### src/rtl/fifo_wr_arbiter_if.sv
// Producer-side handshake and FIFO write-port bundle for fifo_wr_arbiter.
// slave  = arbiter view, master = producers plus FIFO (or a testbench).
interface fifo_wr_arbiter_if #(
    parameter int NUM_REQ = 4,
    parameter int DW      = 8
);
    localparam int GW = (NUM_REQ > 1) ? $clog2(NUM_REQ) : 1;

    logic [NUM_REQ-1:0]    req_valid;
    logic [NUM_REQ*DW-1:0] req_data;
    logic [NUM_REQ-1:0]    req_ready;
    logic                  fifo_wr;
    logic [DW-1:0]         fifo_din;
    logic                  fifo_full;
    logic [GW-1:0]         grant_id;
    logic                  busy;

    modport slave (
        input  req_valid, req_data, fifo_full,
        output req_ready, fifo_wr, fifo_din, grant_id, busy
    );

    modport master (
        output req_valid, req_data, fifo_full,
        input  req_ready, fifo_wr, fifo_din, grant_id, busy
    );
endinterface

### src/rtl/fifo_wr_arbiter.sv
// Round-robin write arbiter: NUM_REQ valid/ready producers share one FIFO
// write port. A winner keeps the port for up to BURST_LEN beats; each new
// grant costs one IDLE arbitration cycle. Backpressure comes only from
// fifo_full, there is no local occupancy tracking and no data buffering.
//
// state | meaning
// IDLE  | no beats; pick next valid producer after last_owner
// BURST | owner's beats pass straight through to the FIFO
module fifo_wr_arbiter #(
    parameter int NUM_REQ   = 4,
    parameter int DW        = 8,
    parameter int BURST_LEN = 4
) (
    input logic               clk,
    input logic               rst,
    fifo_wr_arbiter_if.slave  bus
);
    localparam int GW = (NUM_REQ > 1) ? $clog2(NUM_REQ) : 1;
    localparam int CW = $clog2(BURST_LEN) + 1;

    typedef enum logic {IDLE, BURST} state_t;

    state_t          state_q, state_d;
    logic [GW-1:0]   owner_q, owner_d;
    logic [GW-1:0]   last_q, last_d;
    logic [CW-1:0]   cnt_q, cnt_d;

    logic [GW-1:0]      pick;
    logic               pick_vld;
    logic [GW-1:0]      cand;
    logic               own_valid;
    logic [DW-1:0]      own_data;
    logic [NUM_REQ-1:0] ready_c;
    logic               wr_c;
    logic [DW-1:0]      din_c;

    // Round-robin search starting one past the last owner, wrapping to 0.
    always_comb begin
        pick     = '0;
        pick_vld = 1'b0;
        cand     = '0;
        for (int k = 1; k <= NUM_REQ; k++) begin
            cand = GW'((int'(last_q) + k) % NUM_REQ);
            if (!pick_vld && bus.req_valid[cand]) begin
                pick     = cand;
                pick_vld = 1'b1;
            end
        end
    end

    // Select the current owner's valid and data with constant indices.
    always_comb begin
        own_valid = 1'b0;
        own_data  = '0;
        for (int i = 0; i < NUM_REQ; i++) begin
            if (owner_q == GW'(i)) begin
                own_valid = bus.req_valid[i];
                own_data  = bus.req_data[i*DW +: DW];
            end
        end
    end

    // Next-state and handshake outputs.
    always_comb begin
        state_d = state_q;
        owner_d = owner_q;
        last_d  = last_q;
        cnt_d   = cnt_q;
        ready_c = '0;
        wr_c    = 1'b0;
        din_c   = '0;
        unique case (state_q)
            IDLE: begin
                if (pick_vld) begin
                    owner_d = pick;
                    last_d  = pick;
                    cnt_d   = '0;
                    state_d = BURST;
                end
            end
            BURST: begin
                ready_c[owner_q] = !bus.fifo_full;
                din_c            = own_data;
                if (!own_valid) begin
                    // Owner went quiet: give the port up without a beat.
                    state_d = IDLE;
                end else if (!bus.fifo_full) begin
                    wr_c  = 1'b1;
                    cnt_d = cnt_q + CW'(1);
                    if (cnt_q == CW'(BURST_LEN - 1)) begin
                        state_d = IDLE;
                    end
                end
            end
            default: state_d = IDLE;
        endcase
    end

    // State and ownership registers; reset restarts priority at index 0.
    always_ff @(posedge clk) begin
        if (rst) begin
            state_q <= IDLE;
            owner_q <= '0;
            last_q  <= GW'(NUM_REQ - 1);
            cnt_q   <= '0;
        end else begin
            state_q <= state_d;
            owner_q <= owner_d;
            last_q  <= last_d;
            cnt_q   <= cnt_d;
        end
    end

    // Reset must suppress strobes even in the cycle the state is still BURST.
    assign bus.req_ready = rst ? '0 : ready_c;
    assign bus.fifo_wr   = wr_c & ~rst;
    assign bus.fifo_din  = din_c;
    assign bus.grant_id  = owner_q;
    assign bus.busy      = (state_q == BURST);
endmodule
### src/flat_wrapper.sv
// flat-port wrapper written by rule: the top's interface ports become plain ports
module fifo_wr_arbiter_flat 
#(
    parameter int NUM_REQ   = 4,
    parameter int DW        = 8,
    parameter int BURST_LEN = 4
)
  (clk, rst, bus_req_valid, bus_req_data, bus_fifo_full, bus_req_ready, bus_fifo_wr, bus_fifo_din, bus_grant_id, bus_busy);
  fifo_wr_arbiter_if #(.NUM_REQ(NUM_REQ), .DW(DW)) bus_i ();
  input logic clk;
  input logic rst;
  input wire logic [$bits(bus_i.req_valid)-1:0] bus_req_valid;
  input wire logic [$bits(bus_i.req_data)-1:0] bus_req_data;
  input wire logic [$bits(bus_i.fifo_full)-1:0] bus_fifo_full;
  output wire logic [$bits(bus_i.req_ready)-1:0] bus_req_ready;
  output wire logic [$bits(bus_i.fifo_wr)-1:0] bus_fifo_wr;
  output wire logic [$bits(bus_i.fifo_din)-1:0] bus_fifo_din;
  output wire logic [$bits(bus_i.grant_id)-1:0] bus_grant_id;
  output wire logic [$bits(bus_i.busy)-1:0] bus_busy;
  assign bus_i.req_valid = bus_req_valid;
  assign bus_i.req_data = bus_req_data;
  assign bus_i.fifo_full = bus_fifo_full;
  assign bus_req_ready = bus_i.req_ready;
  assign bus_fifo_wr = bus_i.fifo_wr;
  assign bus_fifo_din = bus_i.fifo_din;
  assign bus_grant_id = bus_i.grant_id;
  assign bus_busy = bus_i.busy;
  fifo_wr_arbiter #(.NUM_REQ(NUM_REQ), .DW(DW), .BURST_LEN(BURST_LEN)) u_core (.clk(clk), .rst(rst), .bus(bus_i));
endmodule
### config.mk
export PLATFORM = sky130hd
export DESIGN_NAME = fifo_wr_arbiter_flat
export DESIGN_NICKNAME = d
export VERILOG_FILES = /design/src/rtl/fifo_wr_arbiter_if.sv /design/src/rtl/fifo_wr_arbiter.sv /design/src/flat_wrapper.sv
export SDC_FILE = /design/constraint.sdc
export NUM_CORES = 1
export LEC_CHECK = 0
export CELL_PAD_IN_SITES_DETAIL_PLACEMENT = 2
export CELL_PAD_IN_SITES_GLOBAL_PLACEMENT = 2
export CORE_MARGIN = 4
export CORE_UTILIZATION = 18
export DETAILED_ROUTE_END_ITERATION = 16
export GPL_ROUTABILITY_DRIVEN = 0
export MAX_ROUTING_LAYER = met4
export PLACE_DENSITY_LB_ADDON = 0.1
export SYNTH_ARGS = -nofsm -noshare
export SYNTH_HDL_FRONTEND = slang
export SYNTH_SLANG_ARGS = --single-unit
### constraint.sdc
create_clock -name clk -period 2.6 [get_ports clk]
set_input_delay 0.78 -clock clk [delete_from_list [all_inputs] [get_ports clk]]
set_output_delay 0.78 -clock clk [all_outputs]
set_load 0.02 [all_outputs]
=== Yosys cells after proc, flatten, opt, wreduce, memory -nomap -nowiden ===
Index checks and enable logic that the tools add are counted.
W data, S select, Z words.

* Input bits: 39
* Logic and storage cells: 78
* Output and inout bits: 16
* Register bits: 8

* Reduce and logical (&&, ||, !) cells: 11
* Equal/unequal tests: 7
* $lt $le $gt $ge: 6
* Muxes and demuxes: 41
* Add/sub/neg operators: 5
* Bitwise gates (word level): 4

{| class="wikitable"
|+ Operator list
! kind !! count
|-
| $mux W8 || 5
|-
| $mux W1 || 20
|-
| $lt A2 B3 Y1 const B || 5
|-
| $mux W3 || 3
|-
| $bmux W1 S2 || 4
|-
| $mux W2 || 4
|-
| $mux W4 || 2
|-
| $pmux W3 S2 || 1
|-
| $add A2 B1 Y2 const B || 2
|-
| $add A2 B2 Y2 const B || 2
|-
| $and A4 B4 Y4 || 1
|-
| $eq A2 B2 Y1 const B || 2
|-
| $logic_and A1 B1 Y1 || 4
|-
| $logic_not A1 Y1 || 4
|-
| $ne A2 B2 Y1 const B || 2
|-
| $add A3 B1 Y3 const B || 1
|-
| $eq A3 B2 Y1 const B || 1
|-
| $reduce_and A3 Y1 || 1
|-
| $demux W1 S2 || 1
|-
| $eq A2 B1 Y1 const B || 1
|-
| $ge A2 B1 Y1 const B || 1
|-
| $logic_not A2 Y1 || 1
|-
| $ne A2 B1 Y1 const B || 1
|-
| $not A1 Y1 || 2
|-
| 3 further kinds || 3
|}

=== Depth between registers and ports, before layout ===
* Depth in word-level cells: 15
* Depth in mapped cells: 5
* Gate-level depth less buffers: 5

=== Worst setup path after synthesis ===
No wires, ideal clock.

* Kind: input -> output
* Start point: in rst
* End point: out bus_req_ready[0]
* Buffers on the path: 1
* Slack: 41 ps
* Required time: 1820 ps
* Arrival: 1779 ps
* Stages on the path: 4
* Path through: clkbuf_1 > nor3b_1 > nand2_1 > nor2_1

* Cells in the longest elaborated chain, start to end: 1

{| class="wikitable"
|+ Ends and longest elaborated chain
! element !! RTL line !! RTL
|-
| start: declaration || flat_wrapper.sv:11 || <nowiki>input logic rst;</nowiki>
|-
| $mux W4 || fifo_wr_arbiter.sv:115 || <nowiki>assign bus.req_ready = rst ? '0 : ready_c;</nowiki>
|-
| end: declaration || flat_wrapper.sv:15 || <nowiki>output wire logic [$bits(bus_i.req_ready)-1:0] bus_req_ready;</nowiki>
|}

No other way between the ends.

=== Worst setup path in the final report ===
* Start point: in bus_req_valid[2]
* End point: out bus_fifo_wr

* Cells in the longest elaborated chain, start to end: 5

{| class="wikitable"
|+ Ends and longest elaborated chain
! element !! RTL line !! RTL
|-
| start: declaration || flat_wrapper.sv:12 || <nowiki>input wire logic [$bits(bus_i.req_valid)-1:0] bus_req_valid;</nowiki>
|-
| $mux W1 (2 in series) || fifo_wr_arbiter.sv:56 || <nowiki>if (owner_q == GW'(i)) begin</nowiki>
|-
| $mux W1 || fifo_wr_arbiter.sv:84 || <nowiki>if (!own_valid) begin</nowiki>
|-
| $mux W1 || fifo_wr_arbiter.sv:72 || <nowiki>unique case (state_q)</nowiki>
|-
| $and A1 B1 Y1 || fifo_wr_arbiter.sv:116 || <nowiki>assign bus.fifo_wr = wr_c & ~rst;</nowiki>
|-
| end: declaration || flat_wrapper.sv:16 || <nowiki>output wire logic [$bits(bus_i.fifo_wr)-1:0] bus_fifo_wr;</nowiki>
|}

No other way between the ends.

==> run_results.csv <==
group,metric,value,unit
sta,slew_headroom,71.3,%
clocking,clock-sinks,8,
cells_and_area,area_growth,91.3,%
clocking,cts.htree.levels,1,
cells_and_area,post-route-util,35.9,%
clocking,clk_latency,0.23,ns
logic_synthesis,syn_area,761,sq um
cells_and_area,multi_input_area,567,sq um
cells_and_area,antenna_cells,0,
routing,drcViolationCount,0,
global_route,grt_overflow,0,
place,pre_cts_ws,-0.620,ns
sta,timing.fmax,389,MHz
pwr,p_total,0.570,mW
routing,wl,3290,microns
clocking,cts_root_buf,"clkbuf_8",
run,drv_cap,0,
cells_and_area,layout-drive-gt1-share,34.7,%
place,numPortBuffers,54,
cells_and_area,n_fill_cell,468,
cells_and_area,regArea,160,sq um
sta,setup_tns,0,ns
logic_synthesis,synthCells,80,
critical_path,crit_path_max_fanout,2,
floorplan,die-area,5330,sq um
min_path,hold_class,"register to register",
clocking,cts_tree,"done",
global_route,grt_pass1_wl,5420,microns
sta,finalHoldWorstSlack,0.469,ns
place,dp_hpwl,2700,microns
critical_path,end_kind,"primary output",
logic_synthesis,yosysSeqAreaShare,21.1,%
routing,wl_per_cell,16.7,microns
global_route,grt_max_degree,16,
floorplan,die_x,73.0,microns
critical_path,worstPathArrival,1.79,ns
pwr,ir_worst_vdd,0.169,mV
logic_synthesis,ys.warnings.count,0,
sta,hold_viol_final,0,
floorplan,die_h,73.0,microns
sta,min_period_over_period,98.9,%
clocking,cts_hold_buf,0,
logic_synthesis,synth_area_per_cell,9.51,sq um
routing,drt_iter0_drc,30,
routing,vias,935,
floorplan,fp-row-count,23,
logic_synthesis,ys_ff_latch,8,
global_route,antenna_found_initial,0,
critical_path,cp_data_required_time,1.82,ns
sta,setup_viol,0,
clocking,numCtsBuffers,3,
routing,detail-route-antenna-nets,0,
logic_synthesis,syn-num-nets,121,
critical_path,worst_setup_path_start_kind,"primary input",
critical_path,crit_type,"primary input to primary output",
pwr,p_per_area,392,nW/um^2
routing,vias_per_cell,4.75,
sta,worst_pin_slew,0.430,ns
sta,fin_ws,0.0283,ns
sta,fin_skew,0.00117,ns
floorplan,start_util,18.7,%
floorplan,ios,55,
sta,final_max_slew_viol_count,0,
global_route,grt_pass1_vias,1025,
logic_synthesis,synth_cell_types,32,
pwr,power.leakage,0.662,nW
run_status,status,"finished, final reports clean",
sta,fin_crit,2.57,ns
global_route,grt_use_total,13.3,%
clocking,cts.clk_slew.worst_paths,0.04,ns
floorplan,core,4060,sq um
routing,drt_first_pass_iters,4,
clocking,clk_path_buf_depth,2,
cells_and_area,finish.net_count,190,
==> worst paths after layout <==
path,start,to,slack [ns],cells past startpoint
worst max-delay path,bus_req_valid[2],bus_fifo_wr,0.03,4
worst min-delay path,u_core.cnt_q[1],u_core.cnt_q[1],0.47,2
worst max register to register,u_core.bus.grant_id[0],u_core.cnt_q[2],0.75,6
worst min register to register,u_core.cnt_q[1],u_core.cnt_q[1],0.47,2
==> metrics by stage <==
step,cells,area (sq um)
after floorplan,80,761
after global placement,192,1430
final,197,1460
after CTS,196,1450
after global routing,197,1460
after detailed placement,192,1430
==> cell type report <==
type                       count  share of cell area, %
multi-input combinational     61                   39.0
sequential                     8                   11.0
timing repair buffer          69                   41.4
clock buffer                   3                   2.84
tap                           50                   4.30
inverter                       6                   1.55
==> placed cells by master (no fill, tap or decap), types with 3 or more instances in the layout <==
cell type        netlist  final
a21oi_1                3      3
nand3_1                3      3
nand2_1                4      4
clkdlybuf4s50_1        0      3
buf_2                  1      3
clkbuf_8               0      3
and2_4                 1     10
dfxtp_1                8      8
inv_1                  6      6
buf_6                  1      9
mux4_2                 6      9
buf_4                  0     16
nor2_1                 6      6
dlygate4sd2_1          0     36
nand2b_1               3      3
==> synthesized netlist by cell type <==
| cell type | number | area (sq um) |
|---|---|---|
| and2_1 | 9 | 56.3 |
| dfxtp_1 | 8 | 160 |
| inv_1 | 6 | 22.5 |
| mux4_2 | 6 | 135 |
| nor2_1 | 6 | 22.5 |
| nand2_1 | 4 | 15.0 |
| a21oi_1 | 3 | 15.0 |
| clkbuf_1 | 3 | 11.3 |
| mux4_1 | 3 | 78.8 |
| nand2b_1 | 3 | 18.8 |
| nand3_1 | 3 | 15.0 |
| a211oi_1 | 2 | 15.0 |
| and3_1 | 2 | 12.5 |
| ha_1 | 2 | 25.0 |
| nor2b_1 | 2 | 12.5 |
| o41ai_1 | 2 | 17.5 |
| a21o_1 | 1 | 7.51 |
| a311o_1 | 1 | 10.0 |
| a311oi_1 | 1 | 8.76 |
| a41oi_1 | 1 | 8.76 |
| and2_4 | 1 | 8.76 |
| and3b_1 | 1 | 8.76 |
| buf_2 | 1 | 5.00 |
| buf_6 | 1 | 11.3 |
| nand3b_1 | 1 | 7.51 |
| nor3b_1 | 1 | 7.51 |
| o21ai_0 | 1 | 5.00 |
| o221ai_1 | 1 | 8.76 |
| o31ai_1 | 1 | 7.51 |
| o32ai_1 | 1 | 8.76 |
| or3_1 | 1 | 6.26 |
| or4_1 | 1 | 7.51 |
==> report_power, final <==
part           switching [mW]  leakage, nW  internal (mW)
Combinational           0.121        0.574          0.158
Clock                  0.0499       0.0216          0.100
Sequential            0.00688       0.0659          0.133
Total                   0.177        0.662          0.392
==> sequential cells by signal, indices dropped and copies added, names as in the netlist <==
| register | count |
|---|---|
| u_core.cnt_q | 3 |
| u_core.bus.grant_id | 2 |
| u_core.last_q | 2 |
| u_core.bus.busy | 1 |
==> logic make-up after synthesis <==
kind of cell / share of synthesized area (%)
multiplexers: 28.1
flip-flops: 21.1
AND/OR/NAND/NOR: 26.2
adder cells (fa/ha/maj): 3.29
buffers and inverters: 6.58
AO/OA/AOI/OAI: 14.8
==> per-layer routing <==
metal  wire length (microns)  vias to the layer above  global-route usage [%]  part of all wire (%)
li1                        -                      437                       -                     -
met1                    1350                      466                    15.3                    41
met2                    1760                       32                    23.7                    53
met3                     185                        0                    2.62                   5.6
met4                       0                        0                    3.07                     0
met5                       0                        -                       -                     0
==> critical path: stages <==
cell and delay [ns]:
dlygate4sd2_1 0.24, mux4_2 0.47, and2_4 0.18, buf_6 0.12
==> repair_timing <==
action | CTS | global route
setup buffers | 1 | 1
gates resized for setup | 122 | 2
endpoints found under the setup margin | 13 | 1
pin swaps | 3 | 1
gates cloned | 0 | 0
Power figures use the tool's default switching activity.
